`src/rtl/keypad_emulator.sv`:
```
// keypad_emulator: emulates a 4x4 keypad behind a row-scanning keypad controller.
// Scripted key presses arrive on a valid/ready command port. Each press is held
// for a number of scan frames and is followed by a forced all-released gap.
module keypad_emulator #(
    parameter int unsigned HOLD_W      = 8,
    parameter int unsigned GAP_FRAMES  = 2,
    parameter int unsigned SYNC_STAGES = 2
) (
    input  logic              clk,
    input  logic              rst,
    input  logic [3:0]        kp_row,
    output logic [3:0]        kp_col,
    input  logic              cmd_valid,
    output logic              cmd_ready,
    input  logic [15:0]       cmd_keys,
    input  logic [HOLD_W-1:0] cmd_hold,
    input  logic              abort,
    output logic              busy,
    output logic              done
);

    localparam int unsigned GAP_W = (GAP_FRAMES < 1) ? 1 : $clog2(GAP_FRAMES + 1);

    typedef enum logic [1:0] {
        S_IDLE  = 2'd0,
        S_PRESS = 2'd1,
        S_GAP   = 2'd2
    } state_e;

    state_e                          state_q, state_d;
    logic [SYNC_STAGES-1:0][3:0]     sync_q, sync_d;
    logic [3:0]                      row_prev_q, row_prev_d;
    logic [15:0]                     keys_q, keys_d;
    logic [HOLD_W-1:0]               hold_q, hold_d;
    logic [GAP_W-1:0]                gap_q, gap_d;
    logic [3:0]                      kp_col_q, kp_col_d;
    logic                            cmd_ready_q, cmd_ready_d;
    logic                            busy_q, busy_d;
    logic                            done_q, done_d;
    logic [3:0]                      row_s;
    logic                            frame_tick_c;

    assign row_s        = sync_q[SYNC_STAGES-1];
    assign frame_tick_c = (row_s == 4'b1110) && (row_prev_q != 4'b1110);

    assign kp_col    = kp_col_q;
    assign cmd_ready = cmd_ready_q;
    assign busy      = busy_q;
    assign done      = done_q;

    // Row synchronizer shift chain and previous-row capture for frame detection.
    always_comb begin
        sync_d     = sync_q;
        sync_d[0]  = kp_row;
        for (int i = 1; i < int'(SYNC_STAGES); i++) begin
            sync_d[i] = sync_q[i-1];
        end
        row_prev_d = row_s;
    end

    // Column return: a column is pulled low by any pressed key on a low row.
    always_comb begin
        kp_col_d = 4'b1111;
        for (int r = 0; r < 4; r++) begin
            for (int c = 0; c < 4; c++) begin
                if (!row_s[r] && keys_q[r*4 + c]) begin
                    kp_col_d[c] = 1'b0;
                end
            end
        end
    end

    // Press sequencer: next state, key register, frame counters and status outputs.
    always_comb begin
        state_d = state_q;
        keys_d  = keys_q;
        hold_d  = hold_q;
        gap_d   = gap_q;
        done_d  = 1'b0;
        case (state_q)
            S_IDLE: begin
                keys_d = '0;
                if (cmd_valid && cmd_ready_q) begin
                    keys_d  = cmd_keys;
                    hold_d  = (cmd_hold == '0) ? HOLD_W'(1) : cmd_hold;
                    state_d = S_PRESS;
                end
            end
            S_PRESS: begin
                if (abort || (frame_tick_c && (hold_q <= HOLD_W'(1)))) begin
                    keys_d = '0;
                    hold_d = '0;
                    if (GAP_FRAMES == 0) begin
                        done_d  = 1'b1;
                        state_d = S_IDLE;
                    end else begin
                        gap_d   = GAP_W'(GAP_FRAMES);
                        state_d = S_GAP;
                    end
                end else if (frame_tick_c) begin
                    hold_d = hold_q - HOLD_W'(1);
                end
            end
            S_GAP: begin
                keys_d = '0;
                if (gap_q == '0) begin
                    done_d  = 1'b1;
                    state_d = S_IDLE;
                end else if (frame_tick_c) begin
                    gap_d = gap_q - GAP_W'(1);
                    if (gap_q == GAP_W'(1)) begin
                        done_d  = 1'b1;
                        state_d = S_IDLE;
                    end
                end
            end
            default: begin
                keys_d  = '0;
                state_d = S_IDLE;
            end
        endcase
        cmd_ready_d = (state_d == S_IDLE);
        busy_d      = (state_d != S_IDLE);
    end

    // State and datapath registers with synchronous reset.
    always_ff @(posedge clk) begin
        if (rst) begin
            state_q     <= S_IDLE;
            sync_q      <= '1;
            row_prev_q  <= 4'b1111;
            keys_q      <= '0;
            hold_q      <= '0;
            gap_q       <= '0;
            kp_col_q    <= 4'b1111;
            cmd_ready_q <= 1'b1;
            busy_q      <= 1'b0;
            done_q      <= 1'b0;
        end else begin
            state_q     <= state_d;
            sync_q      <= sync_d;
            row_prev_q  <= row_prev_d;
            keys_q      <= keys_d;
            hold_q      <= hold_d;
            gap_q       <= gap_d;
            kp_col_q    <= kp_col_d;
            cmd_ready_q <= cmd_ready_d;
            busy_q      <= busy_d;
            done_q      <= done_d;
        end
    end

endmodule
```
`config.mk`:
```
export PLATFORM = sky130hd
export DESIGN_NAME = keypad_emulator
export DESIGN_NICKNAME = d
export VERILOG_FILES = /design/src/rtl/keypad_emulator.sv
export SDC_FILE = /design/constraint.sdc
export NUM_CORES = 1
export LEC_CHECK = 0
export ABC_CLOCK_PERIOD_IN_PS = 2650
export BUFFER_PORTS_ARGS = -buffer_cell sky130_fd_sc_hd__buf_2
export CAP_MARGIN = 20
export CORE_ASPECT_RATIO = 0.6
export CORE_UTILIZATION = 30
export DETAILED_ROUTE_END_ITERATION = 10
export PLACE_DENSITY = 0.5
export SLEW_MARGIN = 15
export SYNTH_ARGS = -nofsm -noshare
export SYNTH_HDL_FRONTEND = slang
export SYNTH_SLANG_ARGS = --single-unit
```
`constraint.sdc`:
```
create_clock -name clk -period 2.65 [get_ports clk]
set_clock_uncertainty 0.2 [all_clocks]
set_input_delay 0.53 -clock clk [delete_from_list [all_inputs] [get_ports clk]]
set_output_delay 0.53 -clock clk [all_outputs]
set_load 0.005 [all_outputs]
```
==> flow_summary_export.csv <==
group,metric,value,unit
run_status,outcome,"finished clean",
floorplan,die_w,108,um
min_path,min_path_cells,2,
cts,cts_hold_buf,0,
cts,cts_resized,0,
routing,vias,1681,
placed_design,port_buffers,38,
power,internal_power,0.00114,W
sta,worstMarginPinSlew,0.698,ns
logic_synthesis,ys_ff_latch,47,
floorplan,rows,22,
logic_synthesis,synth_ff_type,"dfxtp_1",
critical_path,r2r_end,"gap_q[1]",
layout,post-route-util,38.3,%
power,p_per_area,662,mW/mm2
routing,vias_per_cell,4.84,
job,max-cap-violations,0,
floorplan,die_area,0.00702,mm2
layout,final_common_cell,"dfxtp_1",
routing,routed_wl,5100,um
critical_path,cp.arrival,2.38,ns
global_routing,antenna_found_initial,0,
cts,cts_tree,"built",
critical_path,path_max_fanout,14,
critical_path,timing.rr.start,"hold_q[4]",
cts,cts.clk_slew.worst_paths,0.10,ns
sta,hold-worst-slack,0.203,ns
routing,drt_iter0_markers,54,
cts,cts_sinks,47,
global_routing,grt_pass1_vias,1606,
placed_design,place.gp.congestion,0.775,
logic_synthesis,synthCells,224,
critical_path,reg2reg_slack,0.26,ns
power,power_frac_clock,34.3,%
min_path,hold_end,"sync_d[5]",
power,vdd_ir_drop_max,0.218,mV
sta,rsz0062_at_grt,"no",
sta,finalMaxSlewViolations,0,
power,comb_power_share,16.4,%
power,p_leak,0.920,nW
logic_synthesis,synth_fp_nets,260,
logic_synthesis,yosysWarnings,0,
critical_path,startpoint_type,"flop",
routing,wl_per_cell,14.7,um
critical_path,worstSetupEndpointType,"flop",
sta,period_share,90.1,%
logic_synthesis,synth-edff-count,0,
power,switchingPower,0.000451,W
power,p_sw_share,28.3,%
cts,htreeDepth,2,
logic_synthesis,ys_seq_area_share,46.9,%
critical_path,required,2.65,ns
layout,fillCellCount,678,
sta,setup_violations,0,
critical_path,r2r_cells,5,
power,power_frac_seq,49.3,%
routing,ant_nets,0,
global_routing,overflow,0,
logic_synthesis,async_flop_share,0,%
cts,root_buffer,"clkbuf_8",
min_path,hp-class,"input pin to flop",
logic_synthesis,netlist_area,0.00200,mm2
cts,clk_latency,0.30,ns
placed_design,dpl.hpwl,3690,um
sta,fmax,0.419,GHz
floorplan,die_h,65.3,um
layout,diodes,0,
min_path,hp-start,"kp_row[1]",
layout,final_cell_mix,"dfxtp_1, buf_2, inv_1, nor2_1, a22oi_1",
global_routing,grt_start_max_net_pins,27,
layout,final_nets,298,
layout,areaGrowthSynthToFinish,20.0,%
layout,final_layout_size_suffix_gt1_share,25.9,%
routing,first_pass_iters,4,
global_routing,grt_pass1_wl,8220,um
cts,post_cts_buffers,0,
global_routing,grt_util_all_layers,15.6,%
floorplan,initial_core_util,31.9,%
logic_synthesis,avgSynthCellArea,8.95,um2
cts,cts_buffer_depth,2,
sta,maxSlewHeadroom,53.4,%
critical_path,worst-setup-path-type,"flop to flop",
sta,tns,0,ns
cts,cts_buffers,5,
logic_synthesis,synth_cell_types,43,
floorplan,io_pins,39,
routing,route.detailed.drc,0,
sta,final_hold_viol_count,0,
sta,fin_crit,2.39,ns
floorplan,core-area,0.00628,mm2
-- layout make-up --
| cell class | count | area [um2] | area share (%) |
|---|---|---|---|
| clock buffer | 5 | 68.8 | 2.86 |
| clock inverter | 3 | 47.5 | 1.98 |
| inverter | 23 | 86.3 | 3.59 |
| multi-input combinational | 144 | 945 | 39.3 |
| sequential | 47 | 941 | 39.1 |
| tap | 84 | 105 | 4.37 |
| timing repair buffer | 41 | 213 | 8.84 |
-- routing by layer --
| metal | global-route usage [%] | vias to the layer above | share of wire [%] |
|---|---|---|---|
| li1 | - | 880 | - |
| met1 | 25.6 | 760 | 60 |
| met2 | 19.1 | 36 | 34 |
| met3 | 3.97 | 5 | 5.2 |
| met4 | 3.77 | 0 | 0.80 |
| met5 | 0 | - | 0 |
-- metrics by stage --
| stage | std cells | total power, W | worst slack (ns) | area, um2 |
|---|---|---|---|---|
| floorplan | 224 | 0.000971 | 0.451 | 2000 |
| global placement | 339 | 0.00106 | 0.353 | 2290 |
| detailed placement | 339 | 0.00106 | 0.299 | 2290 |
| CTS | 347 | 0.00160 | 0.288 | 2400 |
| global route | 347 | 0.00168 | 0.170 | 2410 |
| finish | 347 | 0.00159 | 0.263 | 2410 |
-- flip-flops by register name, indices dropped and copies added, names as in the netlist --
signal / cells
kp_col: 4
sync_d: 4
busy: 1
row_prev_q: 4
done: 1
cmd_ready: 1
gap_q: 2
hold_q: 8
row_prev_d: 4
keys_q: 16
state_q: 2
-- synthesized netlist by cell type (2+ instances only) --
cell type | count | area (um2)
o22ai_1 | 8 | 50.1
a31oi_1 | 2 | 12.5
dfxtp_1 | 47 | 941
a21boi_1 | 2 | 15.0
a32o_1 | 4 | 40.0
nand3b_1 | 2 | 15.0
o21ai_1 | 7 | 35.0
ha_1 | 4 | 50.1
or4_1 | 2 | 15.0
a22oi_1 | 16 | 120
nor4_1 | 4 | 25.0
nand2_1 | 8 | 30.0
o21ai_0 | 7 | 35.0
inv_1 | 23 | 86.3
nor2b_1 | 2 | 12.5
a211oi_1 | 4 | 30.0
clkbuf_1 | 9 | 33.8
nor3_1 | 3 | 15.0
nor2_1 | 24 | 90.1
or2_2 | 12 | 75.1
a21oi_1 | 9 | 45.0
nand2b_1 | 3 | 18.8
or4_4 | 2 | 22.5
-- worst max-delay path by stage --
stage | cells after the start | slack [ns] | start | to
2_1_floorplan | 5 | 0.45 | hold_q[4] | hold_q[7]
5_1_grt | 5 | 0.17 | hold_q[2] | gap_q[1]
4_1_cts | 5 | 0.29 | hold_q[4] | gap_q[1]
3_3_place_gp | 5 | 0.35 | hold_q[4] | gap_q[1]
3_5_place_dp | 5 | 0.30 | hold_q[4] | gap_q[1]
6_report | 5 | 0.26 | hold_q[4] | gap_q[1]
-- power groups by stage --
stage / sequential (W) / clock, W / combinational [W]
final: 0.000785 / 0.000547 / 0.000261
after global routing: 0.000793 / 0.000600 / 0.000289
after CTS: 0.000785 / 0.000560 / 0.000259
after detailed placement: 0.000802 / 0 / 0.000257
after global placement: 0.000802 / 0 / 0.000259
after floorplan: 0.000792 / 0 / 0.000179
-- kinds of logic after synthesis --
kind of cell / share of synthesized area, %
AOI/OAI and AO/OA: 25.2
and+or+nand+nor: 19.2
buffers and inverters: 6.24
DFF: 46.9
adders and majority gates: 2.50
-- critical path, cell delays in order, from the launching register on --
cell and delay, ns:
dfxtp_1 0.34, or4_4 0.58, nor4_2 0.39, a21boi_2 0.19, buf_4 0.23, o311a_1 0.35
Note: power is estimated with default switching activity, not from simulation.
